<file path="src/rtl/trena_sequenciador.sv">
// Tape-measure sequencer: trigger sonar, latch result, stream N_CHARS chars to serial TX; optional auto repeat.
// Optional measurement timeout enabled by defining TRENA_SEQ_TIMEOUT_EN (default build: wait forever, erro tied 0).
module trena_sequenciador #(
    parameter int N_CHARS = 4,
    parameter int SEL_W   = 2,
    parameter int PERIODO = 50_000_000,
    parameter int TIMEOUT = 1_500_000
) (
    input  logic             clock_i,
    input  logic             reset_i,
    input  logic             mensurar_i,
    input  logic             modo_auto_i,
    input  logic             pronto_medida_i,
    input  logic             pronto_tx_i,
    output logic             medir_o,
    output logic             registra_o,
    output logic             partida_tx_o,
    output logic [SEL_W-1:0] sel_char_o,
    output logic             fim_o,
    output logic             erro_o,
    output logic [3:0]       db_estado_o
);

    localparam logic [3:0] INICIAL        = 4'h0;
    localparam logic [3:0] DISPARA        = 4'h1;
    localparam logic [3:0] AGUARDA_MEDIDA = 4'h2;
    localparam logic [3:0] REGISTRA       = 4'h3;
    localparam logic [3:0] TRANSMITE      = 4'h4;
    localparam logic [3:0] AGUARDA_TX     = 4'h5;
    localparam logic [3:0] PROXIMO        = 4'h6;
    localparam logic [3:0] FINAL          = 4'h7;
    localparam logic [3:0] ERRO           = 4'h8;
    localparam logic [3:0] ESPERA_PERIODO = 4'h9;

    localparam int PER_W = (PERIODO > 1) ? $clog2(PERIODO) : 1;
    localparam logic [PER_W-1:0] PER_MAX  = PER_W'(PERIODO - 1);
    localparam logic [SEL_W-1:0] LAST_SEL = SEL_W'(N_CHARS - 1);

    logic [3:0]       state_q, state_d;
    logic [SEL_W-1:0] sel_q, sel_d;
    logic [PER_W-1:0] per_q, per_d;

`ifdef TRENA_SEQ_TIMEOUT_EN
    localparam int TO_W = (TIMEOUT > 1) ? $clog2(TIMEOUT) : 1;
    localparam logic [TO_W-1:0] TO_MAX = TO_W'(TIMEOUT - 1);
    logic [TO_W-1:0] to_q, to_d;
`endif

    always_comb begin
        state_d = state_q;
        sel_d   = sel_q;
        per_d   = per_q;
`ifdef TRENA_SEQ_TIMEOUT_EN
        to_d    = to_q;
`endif
        case (state_q)
            INICIAL: if (mensurar_i || modo_auto_i) state_d = DISPARA;
            DISPARA: begin
                sel_d   = '0;
`ifdef TRENA_SEQ_TIMEOUT_EN
                to_d    = '0;
`endif
                state_d = AGUARDA_MEDIDA;
            end
            AGUARDA_MEDIDA: begin
`ifdef TRENA_SEQ_TIMEOUT_EN
                // A measurement arriving on the expiry cycle still wins.
                if (pronto_medida_i)     state_d = REGISTRA;
                else if (to_q == TO_MAX) state_d = ERRO;
                else                     to_d    = to_q + 1'b1;
`else
                if (pronto_medida_i) state_d = REGISTRA;
`endif
            end
            REGISTRA:  state_d = TRANSMITE;
            TRANSMITE: state_d = AGUARDA_TX;
            AGUARDA_TX: begin
                if (pronto_tx_i) state_d = (sel_q == LAST_SEL) ? FINAL : PROXIMO;
            end
            PROXIMO: begin
                if (sel_q != LAST_SEL) sel_d = sel_q + 1'b1;
                state_d = TRANSMITE;
            end
            FINAL, ERRO: begin
                per_d   = '0;
                state_d = modo_auto_i ? ESPERA_PERIODO : INICIAL;
            end
            ESPERA_PERIODO: begin
                if (!modo_auto_i)          state_d = INICIAL;
                else if (per_q == PER_MAX) state_d = DISPARA;
                else                       per_d   = per_q + 1'b1;
            end
            default: state_d = INICIAL;
        endcase
    end

    always_ff @(posedge clock_i) begin
        if (reset_i) begin
            state_q <= INICIAL;
            sel_q   <= '0;
            per_q   <= '0;
`ifdef TRENA_SEQ_TIMEOUT_EN
            to_q    <= '0;
`endif
        end else begin
            state_q <= state_d;
            sel_q   <= sel_d;
            per_q   <= per_d;
`ifdef TRENA_SEQ_TIMEOUT_EN
            to_q    <= to_d;
`endif
        end
    end

    assign medir_o      = (state_q == DISPARA);
    assign registra_o   = (state_q == REGISTRA);
    assign partida_tx_o = (state_q == TRANSMITE);
    assign fim_o        = (state_q == FINAL);
    assign sel_char_o   = sel_q;
`ifdef TRENA_SEQ_TIMEOUT_EN
    assign erro_o       = (state_q == ERRO);
`else
    assign erro_o       = 1'b0;
`endif
    assign db_estado_o  = (state_q <= ESPERA_PERIODO) ? state_q : 4'hF;

endmodule

</file>
<file path="config.mk">
export PLATFORM = sky130hd
export DESIGN_NAME = trena_sequenciador
export DESIGN_NICKNAME = d
export VERILOG_FILES = /design/src/rtl/trena_sequenciador.sv
export SDC_FILE = /design/constraint.sdc
export NUM_CORES = 1
export LEC_CHECK = 0
export BUFFER_PORTS_ARGS = -buffer_cell sky130_fd_sc_hd__buf_2
export CELL_PAD_IN_SITES_DETAIL_PLACEMENT = 1
export CELL_PAD_IN_SITES_GLOBAL_PLACEMENT = 1
export CORE_ASPECT_RATIO = 1.4
export CORE_MARGIN = 10
export CORE_UTILIZATION = 47
export CTS_CLUSTER_SIZE = 24
export DETAILED_ROUTE_END_ITERATION = 6
export GPL_TIMING_DRIVEN = 0
export PLACE_DENSITY_LB_ADDON = 0.1
export SKIP_CTS_REPAIR_TIMING = 1
export SLEW_MARGIN = 20
export SYNTH_ARGS = -nofsm -noshare
export SYNTH_HDL_FRONTEND = slang
export SYNTH_SLANG_ARGS = --single-unit
export TNS_END_PERCENT = 1
</file>
<file path="constraint.sdc">
create_clock -name clock_i -period 4.2 [get_ports clock_i]
set_input_delay 0.42 -clock clock_i [delete_from_list [all_inputs] [get_ports clock_i]]
set_output_delay 0.42 -clock clock_i [all_outputs]
set_load 0.005 [all_outputs]
</file>
* After elaboration in Yosys (flattened, before gate mapping)
Index checks and enable logic that the tools add are counted. W data, S select, Z words.
Storage, ports and cells: bits in registers 32, bits in latches 0, RAM bits 0, ROM bits 0, bits of input ports 6, output and inout port bits 11, word-level logic and storage cells 48, memories 0
Operators by class: $add $sub $neg 2, multiply operators 0, div/mod/pow operators 0, order comparisons 1, equality and inequality tests 19, shifts and indexed selects 0, mux-type cells 14, bitwise operators 0, reductions and logical operators 9
Operators with widths (number):
- $mux W26 | 2
- $pmux W26 S2 | 1
- $pmux W4 S8 | 1
- $mux W4 | 7
- $add A26 B1 Y26 const B | 1
- $eq A26 B26 Y1 const B | 1
- $eq A4 B3 Y1 const B | 4
- $ne A2 B2 Y1 const B | 7
- $eq A4 B2 Y1 const B | 2
- $eq A4 B4 Y1 const B | 2
- $eq A4 B1 Y1 const B | 1
- $le A4 B4 Y1 const B | 1
- $logic_not A4 Y1 | 1
- $pmux W2 S2 | 1
- $reduce_and A4 Y1 | 1
- $reduce_bool A2 Y1 | 2
- $reduce_or A2 Y1 | 2
- $ne A3 B3 Y1 const B | 1
- $reduce_and A3 Y1 | 1
- $add A2 B1 Y2 const B | 1
- $eq A2 B2 Y1 const B | 1
- $mux W2 | 1
- $reduce_and A2 Y1 | 1
- $logic_or A1 B1 Y1 | 1
- $mux W1 | 1

* Logic depth before layout (Yosys ltp)
word-level depth 4, mapped depth 8, gate-level depth less buffers 6

* Worst setup path before layout
Ideal clock, no wire load.
path kind reg2reg, from register per_q[0], to register per_q[21], setup time 0.122 ns, arrival time 1.948 ns, data required time 4.078 ns, slack 2.130 ns, stages on the path, launching flop included 8, buffers on the path 2, clock period less this slack 2.070 ns, path through dfxtp_1 > ha_1 > nand3_2 > or4_4 > o21a_1 > buf_6 > buf_6 > a221o_1
On the way: word-level cells in the longest chain between the ends 4, elaborated cells between the ends (all ways) 7, classes of those cells 1 x add/sub; 2 x eq/ne; 3 x mux; 1 x reduce/logical
RTL lines:
- start: declaration | line 41 | logic [PER_W-1:0] per_q, per_d;
- start signal: assignment | line 108 | per_q <= per_d;
- $add A26 B1 Y26 | line 91 | else per_d = per_q + 1'b1;
- $mux W26 | line 90 | else if (per_q == PER_MAX) state_d = DISPARA;
- $mux W26 | line 89 | if (!modo_auto_i) state_d = INICIAL;
- $pmux W26 S2 | line 56 | case (state_q)
Parallel ways exist; a longest one is shown, timed or not. The select of a mux whose other input is x is not followed. A chain may end at the register's enable or synchronous reset.

* Worst setup path after layout
from register state_q[0], to register per_q[11]
On the way: word-level cells in the longest chain between the ends 4, elaborated cells between the ends (all ways) 9, classes of those cells 5 x eq/ne; 1 x mux; 3 x reduce/logical
RTL lines:
- start: declaration | line 39 | logic [3:0] state_q, state_d;
- start signal: assignment | line 106 | state_q <= state_d;
- $eq A4 B3 Y1 or $eq A4 B4 Y1 (tied branches) | line 56
- $reduce_or A2 Y1 | line 56
- $reduce_bool A2 Y1 (no line)
- $reduce_and A3 Y1 (no line)
Parallel ways exist; a longest one is shown, timed or not.

==> flow_metrics.py <==
metrics = {
    "layout": {
        "drive_gt1_frac": 0.141,
        "design_area_mm2": 0.00210,
        "fin_nets": 269,
        "syn_to_final_growth_pct": 12.1,
        "antenna_cells": 0,
    },
    "sta": {
        "hold_violations": 0,
        "maxSlewViolCount": 0,
        "fin_crit_ns": 2.44,
        "clock_skew_ns": 0.00985,
        "fin_setup_tns_ns": 0,
        "grt_setup_unrepaired": "no",
        "slew_headroom": 0.403,
        "finalSetupViolations": 0,
        "period_share": 0.581,
        "fmax_ghz": 0.410,
        "hold_ws_ns": 0.470,
        "worst_slew_pin_slew_ns": 0.887,
    },
    "drt": {
        "drc": 0,
        "wl_um": 5400,
        "num_vias": 1954,
        "first_pass_iters": 4,
        "ant_nets": 0,
        "drtIter0Drc": 123,
        "post_drt_via_cell_ratio": 6.41,
        "wl_per_cell_um": 17.7,
    },
    "synth": {
        "yosysSeqAreaShare": 0.341,
        "async_reset_ff_frac": 0,
        "yosysTopAreaCellShare": 0.341,
        "synth_cell_types": 52,
        "synth.avg_cell_area_um2": 7.85,
        "ys_ff_latch": 32,
        "netlist_instances": 239,
        "netlist_area_mm2": 0.00188,
        "synth_top_area_cell": "dfxtp_1",
        "synth_commonest_cells": "dfxtp_1, nand2_1, nand3_1",
        "syn-num-nets": 247,
        "synthFlopType": "dfxtp_1",
        "yosysMostFrequentCell": "dfxtp_1",
        "yosys_warnings": 0,
        "synth_edf_count": 0,
        "synth_area_leaders": "dfxtp_1, a31oi_1, nand3_1",
    },
    "clocking": {
        "clockRootBuffer": "clkbuf_8",
        "clk_latency_ns": 0.29,
        "tritoncts": "yes",
        "cts_buffer_depth": 2,
        "clock_sinks": 32,
        "cts_made_buffers": 5,
        "cts_htree_levels": 2,
        "clk_pin_slew_ns": 0.07,
    },
    "power": {
        "internal_power_uw": 460,
        "p_per_area_mw_per_mm2": 295,
        "p_switching_uw": 160,
        "peakVddDrop_uv": 229,
        "clkPwrFrac": 0.406,
        "leakagePower_nw": 0.766,
        "p_seq_frac": 0.499,
        "power_switching_share": 0.258,
        "power_frac_comb": 0.095,
    },
    "worst_setup_path": {
        "cp.arrival_ns": 2.65,
        "end_kind": "flop",
        "worst-path-max-fanout": 10,
        "crit_type": "flop to flop",
        "cp_slowest_cell": "clkbuf_1",
        "critPathTopFamily": "buffers and inverters",
        "crit_buf_inv": 4,
        "rr_worst_depth": 8,
        "crit_path_start_kind": "flop",
        "cp.depth": 8,
        "worstPathCellList": "clkbuf_1 > inv_1 > a31oi_1 > nor2b_1 > clkbuf_1 > nand2_1 > buf_2 > a31oi_1",
        "cp.required_ns": 4.41,
        "cpPeakStageDelay_ns": 0.38,
    },
    "die": {
        "initial_utilization": 0.483,
        "die_h_um": 94.8,
        "rows": 27,
        "ios": 17,
        "coreArea_mm2": 0.00388,
        "die_w_um": 73.4,
        "die_area_mm2": 0.00696,
    },
    "grt": {
        "track_usage": 0.165,
        "grt_pass1_wl_um": 9420,
        "grt-ovfl-total": 0,
        "grt_max_degree": 11,
        "antenna_found_initial": 0,
        "grt_pass1_vias": 2014,
    },
    "placement": {
        "globalplace.congestion": 0.776,
        "dpl.hpwl_um": 3960,
        "io_buffers": 15,
        "placed_cell_area_mm2": 0.00201,
    },
    "worst_hold_path": {
        "hold_depth": 3,
        "hp-class": "input pin to flop",
    },
    "job": {
        "drv_cap": 0,
    },
    "outcome": {
        "status": "finished clean",
    },
}
==> cells in the final DEF (no fill, tap or decap), types with 3 or more instances in the layout <==
master / count
and3_1: 3
inv_1: 7
nor4_1: 9
nor2b_1: 3
nand4_1: 6
mux2i_1: 3
nand3_1: 18
or3_1: 3
clkbuf_8: 6
nor3_1: 6
clkbuf_1: 13
buf_2: 20
dfxtp_1: 32
a21oi_1: 16
a31oi_1: 15
or4_1: 3
nor2_1: 11
nand2b_1: 4
nand2_1: 19
nor3b_1: 7
o21ai_0: 10
==> through the flow <==
stage          utilization  cells  total power, mW  setup slack (ns)
2_1_floorplan            -    239            0.355              2.13
3_3_place_gp         0.516    297            0.375              1.83
3_5_place_dp         0.518    297            0.376              1.77
4_1_cts              0.542    305            0.622              1.74
5_1_grt              0.542    305            0.647              1.48
6_report             0.542    305            0.620              1.76
==> area by class of cell <==
type                            instances  area [um2]
Buffer                                 21         104
Clock buffer                            6        82.6
Clock inverter                          2        10.0
Fill cell                             517        1780
Inverter                                7        26.3
Multi-Input combinational cell        179        1110
Sequential cell                        32         641
Tap cell                               43        53.8
Timing Repair Buffer                   15        75.1
==> cells by family after synthesis <==
| family | synth area share |
|---|---|
| AO/OA/AOI/OAI | 0.213 |
| XOR/XNOR | 0.00467 |
| adder cells (fa/ha/maj) | 0.0133 |
| buffers and inverters | 0.0693 |
| flip-flops | 0.341 |
| multiplexers | 0.0280 |
| other | 0.00200 |
| AND/OR/NAND/NOR | 0.329 |
==> state kept, by name, summed over array words and instances, names as in the netlist <==
name / count
per_q: 26
state_q: 4
sel_char_o: 2
==> tightest hold or removal path: cells and delay by family <==
family / cells / cell delay (ns)
buffers and inverters: 1 / 0.14
and+or+nand+nor: 1 / 0.08
AOI/OAI and AO/OA: 1 / 0.06
==> power groups by stage <==
stage / Clock [mW] / Sequential [mW] / Combinational [mW]
4_1_cts: 0.253 / 0.309 / 0.0601
6_report: 0.252 / 0.309 / 0.0591
3_5_place_dp: 0 / 0.316 / 0.0599
2_1_floorplan: 0 / 0.316 / 0.0395
3_3_place_gp: 0 / 0.316 / 0.0587
5_1_grt: 0.271 / 0.310 / 0.0668
==> layer usage <==
metal	global-route usage	wire, um
met1	0.185	2290
met2	0.296	2900
met3	0.0357	145
met4	0.0545	61
met5	0	0
==> final timing paths <==
kind                             endpoint                     from  slack, ns
setup / recovery   per_q[11]$_SDFFE_PP0P_  state_q[0]$_SDFFE_PP0P_       1.76
hold / removal    state_q[3]$_SDFFE_PP0P_              modo_auto_i       0.47
setup reg to reg   per_q[11]$_SDFFE_PP0P_  state_q[0]$_SDFFE_PP0P_       1.76
hold reg to reg     per_q[6]$_SDFFE_PP0P_    per_q[6]$_SDFFE_PP0P_       0.48
(Power assumes the default switching activity.)
